## src/rtl/wavelet_pkg.sv

```systemverilog
// Shared state encoding, lifting constants and width helpers for the
// wavelet row-transform queue.
package wavelet_pkg;

  typedef enum logic [1:0] {
    S_FIRST = 2'd0,
    S_RUN   = 2'd1,
    S_FLUSH = 2'd2
  } state_e;

  localparam int unsigned LIFT_ROUND    = 2;
  localparam int unsigned PREDICT_SHIFT = 1;
  localparam int unsigned UPDATE_SHIFT  = 2;

  // Coefficient width that holds an unclamped 5/3 lifting result.
  function automatic int unsigned out_width(input int unsigned data_w);
    return data_w + 2;
  endfunction

  // Counter width for a pair index, never narrower than one bit.
  function automatic int unsigned cnt_width(input int unsigned pairs);
    return (pairs > 1) ? $clog2(pairs) : 1;
  endfunction

endpackage

```

## src/rtl/wavelet_lift_dp.sv

```systemverilog
// Combinational CDF 5/3 predict/update step; left_edge_i mirrors d[-1] := d[0].
module wavelet_lift_dp
  import wavelet_pkg::*;
#(
  parameter int unsigned DATA_W = 16,
  parameter int unsigned INT_W  = DATA_W + 3
) (
  input  logic signed [DATA_W-1:0] x_even_i,
  input  logic signed [DATA_W-1:0] x_odd_i,
  input  logic signed [DATA_W-1:0] x_next_i,
  input  logic signed [INT_W-1:0]  d_prev_i,
  input  logic                     left_edge_i,
  output logic signed [INT_W-1:0]  d_o,
  output logic signed [INT_W-1:0]  s_o
);

  logic signed [INT_W-1:0] pair_sum;
  logic signed [INT_W-1:0] d_left;
  logic signed [INT_W-1:0] upd_sum;

  // Floors are arithmetic right shifts on full-precision sums.
  always_comb begin
    pair_sum = INT_W'(x_even_i) + INT_W'(x_next_i);
    d_o      = INT_W'(x_odd_i) - (pair_sum >>> PREDICT_SHIFT);
    d_left   = left_edge_i ? d_o : d_prev_i;
    upd_sum  = d_left + d_o + $signed(INT_W'(LIFT_ROUND));
    s_o      = INT_W'(x_even_i) + (upd_sum >>> UPDATE_SHIFT);
  end

endmodule

```

## src/rtl/wavelet_lift_queue.sv

```systemverilog
// Row wavelet queue: CDF 5/3 lifting over one line of even/odd pairs with
// Mallat addresses. Define WAVELET_CLAMP_EN to saturate outputs and add sat_flag.
module wavelet_lift_queue
  import wavelet_pkg::*;
#(
  parameter int unsigned DATA_W      = 16,
  parameter int unsigned OUT_W       = out_width(DATA_W),
  parameter int unsigned LINE_LEN    = 16,
  parameter int unsigned LINE_ADDR_W = 8,
  parameter int unsigned ADDR_W      = 12
) (
  input  logic                       clk,
  input  logic                       rst_n,
  input  logic                       in_valid,
  output logic                       in_ready,
  input  logic signed [DATA_W-1:0]   data_in_even,
  input  logic signed [DATA_W-1:0]   data_in_odd,
  input  logic [LINE_ADDR_W-1:0]     line_address,
  output logic                       output_valid,
  output logic signed [OUT_W-1:0]    data_out_low,
  output logic signed [OUT_W-1:0]    data_out_high,
  output logic [ADDR_W-1:0]          low_address,
  output logic [ADDR_W-1:0]          high_address,
  output logic                       line_done
`ifdef WAVELET_CLAMP_EN
  ,
  output logic                       sat_flag
`endif
);

  localparam int unsigned IW        = DATA_W + 3;
  localparam int unsigned HALF      = LINE_LEN / 2;
  localparam int unsigned LAST_PAIR = HALF - 1;
  localparam int unsigned CNT_W     = cnt_width(HALF);

  state_e                   state_q, state_d;
  logic [CNT_W-1:0]         cnt_q, cnt_d;
  logic signed [DATA_W-1:0] x_even_q, x_even_d;
  logic signed [DATA_W-1:0] x_odd_q, x_odd_d;
  logic signed [IW-1:0]     d_prev_q, d_prev_d;
  logic [LINE_ADDR_W-1:0]   line_q, line_d;
  logic                     ready_q, ready_d;
  logic                     valid_q, valid_d;
  logic                     done_q, done_d;
  logic signed [OUT_W-1:0]  low_q, low_d;
  logic signed [OUT_W-1:0]  high_q, high_d;
  logic [ADDR_W-1:0]        low_addr_q, low_addr_d;
  logic [ADDR_W-1:0]        high_addr_q, high_addr_d;
  logic                     sat_q, sat_d;

  logic signed [DATA_W-1:0] x_next_c;
  logic                     left_edge_c;
  logic signed [IW-1:0]     dp_d, dp_s;
  logic signed [IW-1:0]     s_clip, d_clip;
  logic                     sat_c;
  logic [31:0]              addr_c;
  logic                     accept_c;

  // The flush step substitutes the mirrored sample x[LINE_LEN] := x[LINE_LEN-2].
  assign x_next_c    = (state_q == S_FLUSH) ? x_even_q : data_in_even;
  assign left_edge_c = (cnt_q == '0);
  assign accept_c    = in_valid && ready_q;

  wavelet_lift_dp #(
    .DATA_W (DATA_W),
    .INT_W  (IW)
  ) u_dp (
    .x_even_i    (x_even_q),
    .x_odd_i     (x_odd_q),
    .x_next_i    (x_next_c),
    .d_prev_i    (d_prev_q),
    .left_edge_i (left_edge_c),
    .d_o         (dp_d),
    .s_o         (dp_s)
  );

`ifdef WAVELET_CLAMP_EN
  localparam logic signed [IW-1:0] SAT_MAX = $signed((IW'(1) << (DATA_W - 1)) - IW'(1));
  localparam logic signed [IW-1:0] SAT_MIN = ~SAT_MAX;

  // Saturation only shapes the outputs; d_prev keeps the raw value.
  always_comb begin
    s_clip = dp_s;
    d_clip = dp_d;
    sat_c  = 1'b0;
    if (dp_s > SAT_MAX) begin
      s_clip = SAT_MAX;
      sat_c  = 1'b1;
    end else if (dp_s < SAT_MIN) begin
      s_clip = SAT_MIN;
      sat_c  = 1'b1;
    end
    if (dp_d > SAT_MAX) begin
      d_clip = SAT_MAX;
      sat_c  = 1'b1;
    end else if (dp_d < SAT_MIN) begin
      d_clip = SAT_MIN;
      sat_c  = 1'b1;
    end
  end
`else
  always_comb begin
    s_clip = dp_s;
    d_clip = dp_d;
    sat_c  = 1'b0;
  end
`endif

  assign addr_c = 32'(line_q) * 32'(LINE_LEN) + 32'(cnt_q);

  // Next-state and registered-output logic.
  always_comb begin
    state_d     = state_q;
    cnt_d       = cnt_q;
    x_even_d    = x_even_q;
    x_odd_d     = x_odd_q;
    d_prev_d    = d_prev_q;
    line_d      = line_q;
    valid_d     = 1'b0;
    done_d      = 1'b0;
    low_d       = low_q;
    high_d      = high_q;
    low_addr_d  = low_addr_q;
    high_addr_d = high_addr_q;
    sat_d       = 1'b0;

    unique case (state_q)
      S_FIRST: begin
        if (accept_c) begin
          x_even_d = data_in_even;
          x_odd_d  = data_in_odd;
          line_d   = line_address;
          cnt_d    = '0;
          state_d  = (LAST_PAIR == 0) ? S_FLUSH : S_RUN;
        end
      end
      S_RUN: begin
        if (accept_c) begin
          valid_d  = 1'b1;
          x_even_d = data_in_even;
          x_odd_d  = data_in_odd;
          d_prev_d = dp_d;
          cnt_d    = cnt_q + CNT_W'(1);
          if (32'(cnt_q) + 32'd1 == LAST_PAIR) begin
            state_d = S_FLUSH;
          end
        end
      end
      S_FLUSH: begin
        valid_d = 1'b1;
        done_d  = 1'b1;
        state_d = S_FIRST;
      end
      default: state_d = S_FIRST;
    endcase

    if (valid_d) begin
      low_d       = OUT_W'(s_clip);
      high_d      = OUT_W'(d_clip);
      low_addr_d  = ADDR_W'(addr_c);
      high_addr_d = ADDR_W'(addr_c + 32'(HALF));
      sat_d       = sat_c;
    end

    ready_d = (state_d != S_FLUSH);
  end

  always_ff @(posedge clk) begin
    if (!rst_n) begin
      state_q     <= S_FIRST;
      cnt_q       <= '0;
      x_even_q    <= '0;
      x_odd_q     <= '0;
      d_prev_q    <= '0;
      line_q      <= '0;
      ready_q     <= 1'b1;
      valid_q     <= 1'b0;
      done_q      <= 1'b0;
      low_q       <= '0;
      high_q      <= '0;
      low_addr_q  <= '0;
      high_addr_q <= '0;
      sat_q       <= 1'b0;
    end else begin
      state_q     <= state_d;
      cnt_q       <= cnt_d;
      x_even_q    <= x_even_d;
      x_odd_q     <= x_odd_d;
      d_prev_q    <= d_prev_d;
      line_q      <= line_d;
      ready_q     <= ready_d;
      valid_q     <= valid_d;
      done_q      <= done_d;
      low_q       <= low_d;
      high_q      <= high_d;
      low_addr_q  <= low_addr_d;
      high_addr_q <= high_addr_d;
      sat_q       <= sat_d;
    end
  end

  assign in_ready      = ready_q;
  assign output_valid  = valid_q;
  assign line_done     = done_q;
  assign data_out_low  = low_q;
  assign data_out_high = high_q;
  assign low_address   = low_addr_q;
  assign high_address  = high_addr_q;
`ifdef WAVELET_CLAMP_EN
  assign sat_flag      = sat_q;
`endif

endmodule
```

## config.mk

```make
export PLATFORM = sky130hd
export DESIGN_NAME = wavelet_lift_queue
export DESIGN_NICKNAME = d
export VERILOG_FILES = /design/src/rtl/wavelet_pkg.sv /design/src/rtl/wavelet_lift_dp.sv /design/src/rtl/wavelet_lift_queue.sv
export SDC_FILE = /design/constraint.sdc
export NUM_CORES = 1
export LEC_CHECK = 0
export BUFFER_PORTS_ARGS = -buffer_cell sky130_fd_sc_hd__buf_2
export CELL_PAD_IN_SITES_DETAIL_PLACEMENT = 2
export CELL_PAD_IN_SITES_GLOBAL_PLACEMENT = 2
export CORE_ASPECT_RATIO = 1.2
export CORE_MARGIN = 3
export CORE_UTILIZATION = 34
export CTS_CLUSTER_SIZE = 40
export DETAILED_ROUTE_END_ITERATION = 7
export GPL_ROUTABILITY_DRIVEN = 0
export GPL_TIMING_DRIVEN = 0
export PLACE_DENSITY_LB_ADDON = 0.1
export SYNTH_ARGS = -nofsm -noshare
export SYNTH_HDL_FRONTEND = slang
export SYNTH_SLANG_ARGS = --single-unit
```

## constraint.sdc

```tcl
create_clock -name clk -period 8.9 [get_ports clk]
set_input_delay 0.89 -clock clk [delete_from_list [all_inputs] [get_ports clk]]
set_output_delay 0.89 -clock clk [all_outputs]
set_load 0.03 [all_outputs]
```

==> impl_results.md <==
- PwrDens: 387 nW/um2
- Initial antenna violation count: 1
- First-pass DRT Iterations: 4
- CP endpoint: data_out_low[13]
- Vias/cell: 5.40
- Hold WC Path Type: flip-flop to flip-flop
- Crit path max-delay family: compound AO/OA/AOI/OAI gates
- Nets@finish: 1244
- Setup WS post-layout: 555 ps
- HPWL Detailed: 22500 um
- Synthesized area per cell: 7.86 um2
- Most Frequent Cell on Critical Path: ha_1
- Fmax: 0.120 GHz
- CTS tree: yes
- Bufs on Longest Clock Path: 2
- Max IR drop VDD: 0.150 mV
- Dominant cell type by area after synthesis: dfxtp_1
- Static Leak: 3.93 nW
- Number of global-route vias before repair: 7815
- CP peak stage delay: 420 ps
- Post-synth cell types: 75
- Inserted Clock Buffers: 9
- Root buffer cell: clkbuf_16
- Syn nets: 1129
- Register area share after synthesis: 0.286
- Clock Skews: 14.9 ps
- Multi-input gate area: 5210 um2
- Vias: 7529
- CTS Sinks: 112
- YS warnings: 0
- Register bit total from synthesis: 112
- FF-to-FF End: data_out_low[13]
- First-pass GRT wire length: 43400 um
- Measured slew at the worst slew-check pin: 1170 ps
- Reg2reg setup slack: 560 ps
- Synth cell count leaders: nand2_1 (200), a21oi_1 (133), dfxtp_1 (112)
- Period Utilization, post-route: 0.938
- Standard-cell rows: 60
- Slew HR: 0.210
- EDFF count, synth: 0
- Sequential Area: 2240 um2
- Synth Flop Type: dfxtp_1
- RSZ-0062 raised after global routing: no
- Startpoint types: flip-flop
- Bufs and invs on worst path: 5
- Top-area cell type share of the netlist area: 0.286
- Chip height: 172 um
- Worst-path clk slew: 90 ps
- Setup violators final: 0
- Pin count of the biggest net entering global routing: 23
- Worst R2R Start: state_q[0]
- Setup TNS Final: 0 ps
- Crit Path Class: flip-flop to flip-flop
- Initial Utilization: 0.348
- # diodes: 0
- H-tree levels: 3
- Worst EP arrival: 8650 ps
- Skew-Pair Late Insertion Delay: 380 ps
- Tmin final: 8340 ps
- Critical-path top delay cell: ha_1
- Final wirelength: 27600 um
- Count of final max-slew check failures: 0
- Max cap viols: 0
- # port buffers: 104
- GRT Total Usage: 0.226
- DIE WIDTH: 145 um
- Average wire per standard cell: 19.8 um
- Gate Count Post-Synth: 996
- Largest cells by area after synthesis: dfxtp_1 (29%), ha_1 (14%), nand2_1 (9.6%), a21oi_1 (8.5%), xnor2_1 (3.7%)
- Top-count cell post-synth: nand2_1
- DRC viols: 0
- Area Overhead vs Synth: 15.5%
- Levels on crit path: 36
- Gr ovfl total: 0
- Die Area: 24900 um2
- Worst Setup End Kind: flip-flop
- Share of layout cells above drive strength 1: 0.179
- Core ar.: 22500 um2
- Asr flop ratio synth: 0
- Total I/O pin count: 106
- Final Hold Viols: 0
- Fill count: 2692
- Worst Path Max Fanout: 10
- Status: finished clean
- Initial drt markers: 276
- Placement-stage worst setup slack: -324 ps
- Critical Path Source: state_q[0]
- Reg2reg path depth: 36
- Hold_buf cts: 0
- Post-DRT Antenna Nets: 0
- Mapped Area: 7830 um2
- WP data required: 9200 ps
==> how the worst min path moves through the flow <==
stage | from | endpoint | slack, ps | cells after the start
finish | data_out_high[12] | data_out_high[12] | 450 | 2
detailed placement | data_out_high[12] | data_out_high[12] | 450 | 2
CTS | data_out_high[12] | data_out_high[12] | 460 | 2
global placement | data_out_low[11] | data_out_low[11] | 440 | 2
floorplan | x_odd_q[0] | x_odd_q[0] | 430 | 2
global route | line_q[1] | high_address[5] | 480 | 2
==> cells by family (layout without fill, tap and decap cells) <==
| logic type | count (synthesis) | after routing | synth area share |
|---|---|---|---|
| buf+inv | 88 | 208 | 0.0510 |
| fa+ha+maj | 90 | 90 | 0.148 |
| other cells | 1 | 1 | 0.000479 |
| xor+xnor | 49 | 49 | 0.0548 |
| mux | 24 | 24 | 0.0343 |
| flops | 112 | 112 | 0.286 |
| simple gates | 354 | 354 | 0.200 |
| compound gates | 278 | 278 | 0.225 |
==> per-stage QoR <==
step	hold WS, ps	instances	utilization	instance area [um2]	power [mW]
finish	453	1395	0.402	9040	3.50
global route	480	1395	0.402	9040	3.81
CTS	458	1395	0.400	9020	3.51
detailed placement	447	1379	0.386	8700	3.03
global placement	438	1379	0.386	8700	2.98
floorplan	432	996	-	7830	2.34
==> layer usage <==
layer  vias to the layer above  wire [um]  track usage  share of wire
li1                       3704          -            -              -
met1                      3686      12500        0.290           0.45
met2                       114      14000        0.408           0.51
met3                        23        774       0.0271          0.028
met4                         2        369       0.0454          0.013
met5                         -         14            0        0.00051
==> tightest hold or removal path, cell delays in order, from the launching register on <==
cell,delay [ps]
dfxtp_1,310
nand2_1,50
a21oi_1,50
==> state kept, by name, summed over array words and instances (netlist names), 3 cells and up <==
register,flops
d_prev_q,17
data_out_high,17
x_odd_q,16
data_out_low,18
x_even_q,16
high_address,11
line_q,8
cnt_q,3
==> cell usage in the layout (no fill, tap or decap), types with 3 or more instances in the layout <==
master and n:
nor3_1 12, dfxtp_1 112, buf_2 111, a21o_1 18, clkbuf_1 31, o21ai_0 37, mux2_2 23, xor2_1 16
o21a_1 12, o31ai_1 4, clkinv_8 3, nor2_1 53, fa_1 4, a31o_2 3, a211oi_1 15, a211o_1 3
ha_1 86, nand2b_1 8, nor2b_1 13, o21ai_1 3, and3_1 5, nand3_1 28, o211ai_1 13, buf_4 14
inv_1 29, xnor2_1 33, and2_1 7, nand2_1 200, or3_1 3, nand4_1 5, or2_2 3, a21oi_1 132
buf_1 3, a31oi_1 6, clkbuf_16 9
==> area by class of cell <==
class / count / area share
multi-input combinational: 796 / 0.576
sequential: 112 / 0.248
timing repair buffer: 104 / 0.0576
tap: 279 / 0.0386
buffer: 58 / 0.0329
clock buffer: 9 / 0.0249
inverter: 30 / 0.0125
clock inverter: 7 / 0.00955
==> what timing repair did <==
item | CTS | global route
pin swaps | 0 | 1
setup buffers | 0 | 0
resized for setup | 2 | 11
hold endpoints to repair | 0 | 0
endpoints found under the setup margin | 7 | 8
==> where the power goes <==
| part | total (mW) | internal (mW) | switching [mW] |
|---|---|---|---|
| Sequential | 0.557 | 0.533 | 0.0243 |
| Combinational | 2.50 | 0.946 | 1.56 |
| Clock | 0.439 | 0.202 | 0.236 |
(Power assumes the default switching activity.)
